## src/rtl/spi_engine_mc_pkg.sv

```systemverilog
// Shared definitions for the spi_engine_mc SPI master shift engine:
// FSM state encoding and default parameter values.
package spi_engine_mc_pkg;

    localparam int MAX_WIDTH_DEF = 32;
    localparam int NUM_CS_DEF    = 4;
    localparam int PSCL_W_DEF    = 8;

    typedef enum logic [1:0] {
        ST_IDLE  = 2'd0,
        ST_SETUP = 2'd1,
        ST_SHIFT = 2'd2,
        ST_HOLD  = 2'd3
    } state_e;

endpackage

```

## src/rtl/spi_engine_mc_if.sv

```systemverilog
// SPI pin bundle between the shift engine and the pads.
// master: drives SCK/MOSI/CS_n, reads MISO. slave: the opposite.
interface spi_engine_mc_if #(
    parameter int NUM_CS = 4
);
    logic              spi_clk_o;
    logic              spi_mosi_o;
    logic              spi_miso_i;
    logic [NUM_CS-1:0] spi_cs_n_o;

    modport master (
        output spi_clk_o,
        output spi_mosi_o,
        output spi_cs_n_o,
        input  spi_miso_i
    );

    modport slave (
        input  spi_clk_o,
        input  spi_mosi_o,
        input  spi_cs_n_o,
        output spi_miso_i
    );
endinterface

```

## src/rtl/spi_engine_mc_clk_div.sv

```systemverilog
// Half-period tick generator: counts 0..pscl and pulses tick at pscl.
// Ports: clk, rst (sync), clr (hold counter at 0), pscl, tick.
module spi_engine_mc_clk_div #(
    parameter int PSCL_W = 8
) (
    input  logic              clk,
    input  logic              rst,
    input  logic              clr,
    input  logic [PSCL_W-1:0] pscl,
    output logic              tick
);
    logic [PSCL_W-1:0] cnt_q;
    logic [PSCL_W-1:0] cnt_d;

    assign tick = !clr && (cnt_q == pscl);

    always_comb begin
        cnt_d = cnt_q + PSCL_W'(1);
        if (clr || tick) begin
            cnt_d = '0;
        end
    end

    always_ff @(posedge clk) begin
        if (rst) begin
            cnt_q <= '0;
        end else begin
            cnt_q <= cnt_d;
        end
    end
endmodule

```

## src/rtl/spi_engine_mc.sv

```systemverilog
// SPI master shift engine: 1..MAX_WIDTH bit transfers, CPOL/CPHA modes,
// MSB/LSB order, prescaled SCK, NUM_CS chip selects with optional hold.
// Ports: spi_clk_in, rst (sync high), spi_begin + config + data_mosi in,
// data_miso/spi_busy/spi_done out, pins (SCK/MOSI/MISO/CS_n interface).
module spi_engine_mc
    import spi_engine_mc_pkg::*;
#(
    parameter int MAX_WIDTH = MAX_WIDTH_DEF,
    parameter int NUM_CS    = NUM_CS_DEF,
    parameter int PSCL_W    = PSCL_W_DEF,
    localparam int XW = $clog2(MAX_WIDTH),
    localparam int CW = $clog2(NUM_CS),
    localparam int EW = XW + 1
) (
    input  logic                 spi_clk_in,
    input  logic                 rst,
    input  logic                 spi_begin,
    input  logic [XW-1:0]        xfer_bits,
    input  logic                 cpol,
    input  logic                 cpha,
    input  logic                 lsb_first,
    input  logic [CW-1:0]        cs_sel,
    input  logic                 cs_hold,
    input  logic                 cs_release,
    input  logic [PSCL_W-1:0]    pscl,
    input  logic [MAX_WIDTH-1:0] data_mosi,
    output logic [MAX_WIDTH-1:0] data_miso,
    output logic                 spi_busy,
    output logic                 spi_done,
    spi_engine_mc_if.master      pins
);
    state_e                state_q, state_d;
    logic [XW-1:0]         xfer_q, xfer_d;
    logic                  cpha_q, cpha_d;
    logic                  lsb_q, lsb_d;
    logic                  hold_q, hold_d;
    logic [PSCL_W-1:0]     pscl_q, pscl_d;
    logic [MAX_WIDTH-1:0]  tx_q, tx_d;
    logic [MAX_WIDTH-1:0]  rx_q, rx_d;
    logic [MAX_WIDTH-1:0]  miso_q, miso_d;
    logic [EW-1:0]         edge_q, edge_d;
    logic                  sck_q, sck_d;
    logic                  mosi_q, mosi_d;
    logic [NUM_CS-1:0]     cs_n_q, cs_n_d;
    logic                  done_q, done_d;
    logic                  tick;
    logic [XW-1:0]         bit_j;
    logic [XW-1:0]         idx;
    logic [XW-1:0]         idx_nx;

    // Counter idles at 0 in IDLE; every other state change happens on a
    // tick, where the counter wraps, so each state starts from 0.
    spi_engine_mc_clk_div #(.PSCL_W(PSCL_W)) u_div (
        .clk  (spi_clk_in),
        .rst  (rst),
        .clr  (state_q == ST_IDLE),
        .pscl (pscl_q),
        .tick (tick)
    );

    // Two SCK edges per bit: bit slot is the edge count halved. TX and RX
    // use the same slot-to-bit mapping so RX mirrors TX order.
    assign bit_j  = edge_q[EW-1:1];
    assign idx    = lsb_q ? bit_j : xfer_q - bit_j;
    assign idx_nx = lsb_q ? bit_j + XW'(1) : xfer_q - bit_j - XW'(1);

    always_comb begin
        state_d = state_q;
        xfer_d  = xfer_q;
        cpha_d  = cpha_q;
        lsb_d   = lsb_q;
        hold_d  = hold_q;
        pscl_d  = pscl_q;
        tx_d    = tx_q;
        rx_d    = rx_q;
        miso_d  = miso_q;
        edge_d  = edge_q;
        sck_d   = sck_q;
        mosi_d  = mosi_q;
        cs_n_d  = cs_n_q;
        done_d  = 1'b0;
        unique case (state_q)
            ST_IDLE: begin
                if (spi_begin) begin
                    state_d = ST_SETUP;
                    xfer_d  = xfer_bits;
                    cpha_d  = cpha;
                    lsb_d   = lsb_first;
                    hold_d  = cs_hold;
                    pscl_d  = pscl;
                    tx_d    = data_mosi;
                    rx_d    = '0;
                    edge_d  = '0;
                    sck_d   = cpol;
                    // Same index as a held CS leaves that bit unchanged.
                    for (int i = 0; i < NUM_CS; i++) begin
                        cs_n_d[i] = (cs_sel != CW'(i));
                    end
                    if (!cpha) begin
                        mosi_d = lsb_first ? data_mosi[0]
                                           : data_mosi[xfer_bits];
                    end
                end else if (cs_release) begin
                    cs_n_d = '1;
                end
            end
            ST_SETUP: begin
                if (tick) begin
                    state_d = ST_SHIFT;
                end
            end
            ST_SHIFT: begin
                if (tick) begin
                    sck_d  = ~sck_q;
                    edge_d = edge_q + EW'(1);
                    // Sample edge parity equals cpha; the other edge shifts.
                    if (edge_q[0] == cpha_q) begin
                        rx_d[idx] = pins.spi_miso_i;
                    end else if (cpha_q) begin
                        mosi_d = tx_q[idx];
                    end else if (bit_j != xfer_q) begin
                        mosi_d = tx_q[idx_nx];
                    end
                    if (edge_q == {xfer_q, 1'b1}) begin
                        state_d = ST_HOLD;
                    end
                end
            end
            ST_HOLD: begin
                if (tick) begin
                    state_d = ST_IDLE;
                    done_d  = 1'b1;
                    miso_d  = rx_q;
                    if (!hold_q) begin
                        cs_n_d = '1;
                    end
                end
            end
            default: begin
                state_d = ST_IDLE;
            end
        endcase
    end

    always_ff @(posedge spi_clk_in) begin
        if (rst) begin
            state_q <= ST_IDLE;
            xfer_q  <= '0;
            cpha_q  <= 1'b0;
            lsb_q   <= 1'b0;
            hold_q  <= 1'b0;
            pscl_q  <= '0;
            tx_q    <= '0;
            rx_q    <= '0;
            miso_q  <= '0;
            edge_q  <= '0;
            sck_q   <= 1'b0;
            mosi_q  <= 1'b0;
            cs_n_q  <= '1;
            done_q  <= 1'b0;
        end else begin
            state_q <= state_d;
            xfer_q  <= xfer_d;
            cpha_q  <= cpha_d;
            lsb_q   <= lsb_d;
            hold_q  <= hold_d;
            pscl_q  <= pscl_d;
            tx_q    <= tx_d;
            rx_q    <= rx_d;
            miso_q  <= miso_d;
            edge_q  <= edge_d;
            sck_q   <= sck_d;
            mosi_q  <= mosi_d;
            cs_n_q  <= cs_n_d;
            done_q  <= done_d;
        end
    end

    assign data_miso       = miso_q;
    assign spi_busy        = (state_q != ST_IDLE);
    assign spi_done        = done_q;
    assign pins.spi_clk_o  = sck_q;
    assign pins.spi_mosi_o = mosi_q;
    assign pins.spi_cs_n_o = cs_n_q;
endmodule

```

## src/flat_wrapper.sv

```systemverilog
// flat-port wrapper written by rule: the top's interface ports become plain ports
module spi_engine_mc_flat import spi_engine_mc_pkg::*;
#(
    parameter int MAX_WIDTH = MAX_WIDTH_DEF,
    parameter int NUM_CS    = NUM_CS_DEF,
    parameter int PSCL_W    = PSCL_W_DEF,
    localparam int XW = $clog2(MAX_WIDTH),
    localparam int CW = $clog2(NUM_CS),
    localparam int EW = XW + 1
)
  (spi_clk_in, rst, spi_begin, xfer_bits, cpol, cpha, lsb_first, cs_sel, cs_hold, cs_release, pscl, data_mosi, data_miso, spi_busy, spi_done, pins_spi_clk_o, pins_spi_mosi_o, pins_spi_cs_n_o, pins_spi_miso_i);
  spi_engine_mc_if #(.NUM_CS(NUM_CS)) pins_i ();
  input  logic spi_clk_in;
  input  logic rst;
  input  logic spi_begin;
  input  logic [XW-1:0] xfer_bits;
  input  logic cpol;
  input  logic cpha;
  input  logic lsb_first;
  input  logic [CW-1:0] cs_sel;
  input  logic cs_hold;
  input  logic cs_release;
  input  logic [PSCL_W-1:0] pscl;
  input  logic [MAX_WIDTH-1:0] data_mosi;
  output logic [MAX_WIDTH-1:0] data_miso;
  output logic spi_busy;
  output logic spi_done;
  output wire logic [$bits(pins_i.spi_clk_o)-1:0] pins_spi_clk_o;
  output wire logic [$bits(pins_i.spi_mosi_o)-1:0] pins_spi_mosi_o;
  output wire logic [$bits(pins_i.spi_cs_n_o)-1:0] pins_spi_cs_n_o;
  input wire logic [$bits(pins_i.spi_miso_i)-1:0] pins_spi_miso_i;
  assign pins_spi_clk_o = pins_i.spi_clk_o;
  assign pins_spi_mosi_o = pins_i.spi_mosi_o;
  assign pins_spi_cs_n_o = pins_i.spi_cs_n_o;
  assign pins_i.spi_miso_i = pins_spi_miso_i;
  spi_engine_mc #(.MAX_WIDTH(MAX_WIDTH), .NUM_CS(NUM_CS), .PSCL_W(PSCL_W)) u_core (.spi_clk_in(spi_clk_in), .rst(rst), .spi_begin(spi_begin), .xfer_bits(xfer_bits), .cpol(cpol), .cpha(cpha), .lsb_first(lsb_first), .cs_sel(cs_sel), .cs_hold(cs_hold), .cs_release(cs_release), .pscl(pscl), .data_mosi(data_mosi), .data_miso(data_miso), .spi_busy(spi_busy), .spi_done(spi_done), .pins(pins_i));
endmodule
```

## config.mk

```make
export PLATFORM = sky130hd
export DESIGN_NAME = spi_engine_mc_flat
export DESIGN_NICKNAME = d
export VERILOG_FILES = /design/src/rtl/spi_engine_mc_pkg.sv /design/src/rtl/spi_engine_mc_if.sv /design/src/rtl/spi_engine_mc_clk_div.sv /design/src/rtl/spi_engine_mc.sv /design/src/flat_wrapper.sv
export SDC_FILE = /design/constraint.sdc
export NUM_CORES = 1
export LEC_CHECK = 0
export CORE_UTILIZATION = 34
export CTS_CLUSTER_SIZE = 30
export DETAILED_ROUTE_END_ITERATION = 16
export PLACE_DENSITY = 0.61
export SYNTH_ARGS = -nofsm -noshare
export SYNTH_HDL_FRONTEND = slang
export SYNTH_SLANG_ARGS = --single-unit
```

## constraint.sdc

```tcl
create_clock -name spi_clk_in -period 3.9 [get_ports spi_clk_in]
set_clock_uncertainty 0.2 [all_clocks]
set_input_delay 0.78 -clock spi_clk_in [delete_from_list [all_inputs] [get_ports spi_clk_in]]
set_output_delay 0.78 -clock spi_clk_in [all_outputs]
set_load 0.02 [all_outputs]
```

==> summary.md <==
| Metric | Value |
|---|---|
| Status | finished, final reports clean |
| CTS buffer count | 17 |
| PortBufs | 95 |
| Max Freq | 293 MHz |
| Final hold slack | 250 ps |
| Post-synth ARST share | 0% |
| Drt drc | 0 |
| Cts hold-fix bufs | 0 |
| Syn Nets | 919 |
| Hold Crit Class | flip-flop to flip-flop |
| Leakage | 0.00314 uW |
| Setup TNS | 0 ps |
| I/O pins | 96 |
| Final ANT Viol Nets | 0 |
| Post-CTS Setup Bufs | 0 |
| Total gr overflow | 0 |
| First-pass GRT wire length | 29900 um |
| Crit-path leading delay family | adder cells |
| Kind of critical path | flip-flop to flip-flop |
| Die width | 147 um |
| Synth cell count leaders | nand2_1, dfxtp_1, a21oi_1 |
| Crit-path max FO | 8 |
| Final nets | 990 |
| Placer congestion estimate | 0.873 |
| Final Routed Wirelength | 18100 um |
| Crit path DAT | 3520 ps |
| Starting density of the core | 34.9% |
| Cell taking the most area after synthesis | dfxtp_1 |
| Synthesized instance count | 850 |
| Worst EP required | 4010 ps |
| Cell variety after synth | 83 |
| Vias in the first global route | 5697 |
| Synth top area cells | dfxtp_1, nand2_1, a21oi_1 |
| Mean area per synthesized cell | 8.40 sq um |
| Synthesis warning total | 0 |
| Synth Cell Area | 7140 sq um |
| Proportion of layout cells with a drive suffix above 1 | 11.2% |
| Worst vdd ir | 0.000302 V |
| DRT Pass-1 Iters | 5 |
| Crit path cell chain | ha_1 -> inv_1 -> fa_1 -> inv_1 -> ha_1 -> a21oi_4 -> mux4_1 -> mux2i_1 -> mux2i_1 -> a311oi_1 -> a21oi_2 |
| Slew headroom | 35.8% |
| Setup crit end kind | flip-flop |
| Tot GR Track Use | 17.4% |
| Layout fillers | 2068 |
| Cell Count, Final, Fillers Out | 1204 |
| Initial antenna violation count | 0 |
| Setup Viol. Count Final | 0 |
| Via count | 6108 |
| Die area | 21600 sq um |
| Hold Vio Cnt, Final | 0 |
| Via density | 5.07 |
| Slew Limit Fails | 0 |
| Slew @ Worst Pin | 955 ps |
| EDFF count, synth | 0 |
| HPWL after DPL | 12800 um |
| CTS tree | built |
| Startpoint class of the critical path | flip-flop |
| ANT cells | 0 |
| DRT iter0 DRCs | 392 |
| Area share of the largest cell type after synthesis | 37.9% |
| Max Buffers Root-to-Sink | 2 |
| Final period util | 87.6% |
| Row count | 52 |
| Max Cap Viol | 0 |
| CTS Root Cell | clkbuf_16 |
| Flops & latches, synth | 135 |
| Clock-pin slew on the worst setup and hold paths | 60 ps |
| Ys flop type | dfxtp_1 |
| H-tree depth | 4 |
| Post-synthesis sequential area ratio | 37.9% |
| Area grow syn2layout | 24.9% |
| Die Y | 147 um |
| Largest net degree at the start of global routing | 71 |
| Unrepaired setup endpoints after global routing | no |
| Min Tclk post-route | 3410 ps |
| Num Clock Sinks | 135 |
| Resized cells post-CTS | 0 |
| Drt wl/cell | 15.1 um |
| Critical-path top delay cell | mux4_1 |
| Count leader, synth | nand2_1 |
| CP bufs+invs | 2 |
| Insertion delay to the later sink of the worst-skew pair | 430 ps |
| Crit path largest cell delay | 600 ps |
| Pwr dens | 544 nW/um^2 |
| Core Region | 20400 sq um |
| Placed cell count | 1172 |
[final timing paths]
path / startpoint / end / slack, ps / depth (start not counted)
max: u_core.edge_q[1] / u_core.pins.spi_mosi_o / 490 / 11
min: u_core.hold_q / u_core.hold_q / 250 / 2
max reg2reg: u_core.edge_q[1] / u_core.pins.spi_mosi_o / 490 / 11
min reg2reg: u_core.hold_q / u_core.hold_q / 250 / 2
[final cells by class]
cell class	count	area, sq um	share of cell area (%)
inverters	16	60.1	0.674
flip-flops and latches	135	2700	30.3
well taps	270	338	3.79
clock buffers	22	484	5.43
repair buffers	114	1100	12.4
clock inverters	10	141	1.59
multi-input cells	637	4080	45.8
[power by group]
group | leakage (uW) | internal [uW] | total [uW] | switching, uW
combinational | 0.00174 | 615 | 1580 | 970
clock | 0.000303 | 1080 | 1680 | 608
sequential | 0.00110 | 1490 | 1580 | 93.3
total | 0.00314 | 3180 | 4850 | 1670
[cell families (layout without fill, tap and decap cells)]
kind of cell / count (synthesis) / after routing / share of synthesized area, %
AO/OA/AOI/OAI: 242 / 242 / 21.5
XOR/XNOR: 26 / 26 / 3.30
adder cells (fa/ha/maj): 13 / 13 / 2.38
buffers and inverters: 78 / 162 / 4.93
flip-flops: 135 / 135 / 37.9
multiplexers: 37 / 37 / 9.54
AND/OR/NAND/NOR: 319 / 319 / 20.5
[flip-flops by register name (all words and copies together) (netlist names), 4 cells and up]
register,cells
u_core.data_miso,32
u_core.edge_q,6
u_core.pins.spi_cs_n_o,4
u_core.pscl_q,8
u_core.rx_q,32
u_core.tx_q,32
u_core.u_div.cnt_q,8
u_core.xfer_q,5
[layer usage]
| metal | GRT usage (%) | vias to the layer above | share of wire [%] |
|---|---|---|---|
| li1 | - | 3112 | - |
| met1 | 24.4 | 2815 | 49 |
| met2 | 26.8 | 164 | 45 |
| met3 | 4.29 | 17 | 5.0 |
| met4 | 3.85 | 0 | 0.92 |
| met5 | 0 | - | 0 |
[cells in the final DEF, fill, tap and decap left out, drive strengths merged, types with 3 or more instances in the layout]
cell / instances
dfxtp: 135
buf: 20
clkbuf: 22
nor2: 29
nand2b: 11
a21bo: 10
nand3: 10
or2: 3
bufinv: 3
nand2: 211
a22oi: 3
or3: 3
nand4: 4
ha: 12
inv: 18
nor2b: 7
a31oi: 5
nor4: 6
clkinv: 3
o21a: 5
a21o: 4
o21ai: 36
xor2: 8
and2: 7
xnor2: 18
clkdlybuf4s50: 94
a21oi: 141
and3: 5
a311oi: 3
a211oi: 5
mux2i: 14
nor3: 14
mux4: 22
o211ai: 3
[worst register-to-register path: stages (launching register included)]
cell,delay [ps]
dfxtp_1,350
ha_1,200
inv_1,60
fa_1,510
inv_1,50
ha_1,300
a21oi_4,370
mux4_1,610
mux2i_1,150
mux2i_1,90
a311oi_1,320
a21oi_2,80
[through the flow]
step | power (uW) | setup WS, ps | utilization, % | cell area, sq um
floorplan | 2780 | 182 | - | 7140
global placement | 3180 | 493 | 40.6 | 8290
detailed placement | 3190 | 487 | 40.6 | 8290
CTS | 4890 | 489 | 43.6 | 8910
global route | 5130 | 321 | 43.6 | 8910
finish | 4850 | 485 | 43.6 | 8910
Power figures use the tool's default switching activity.
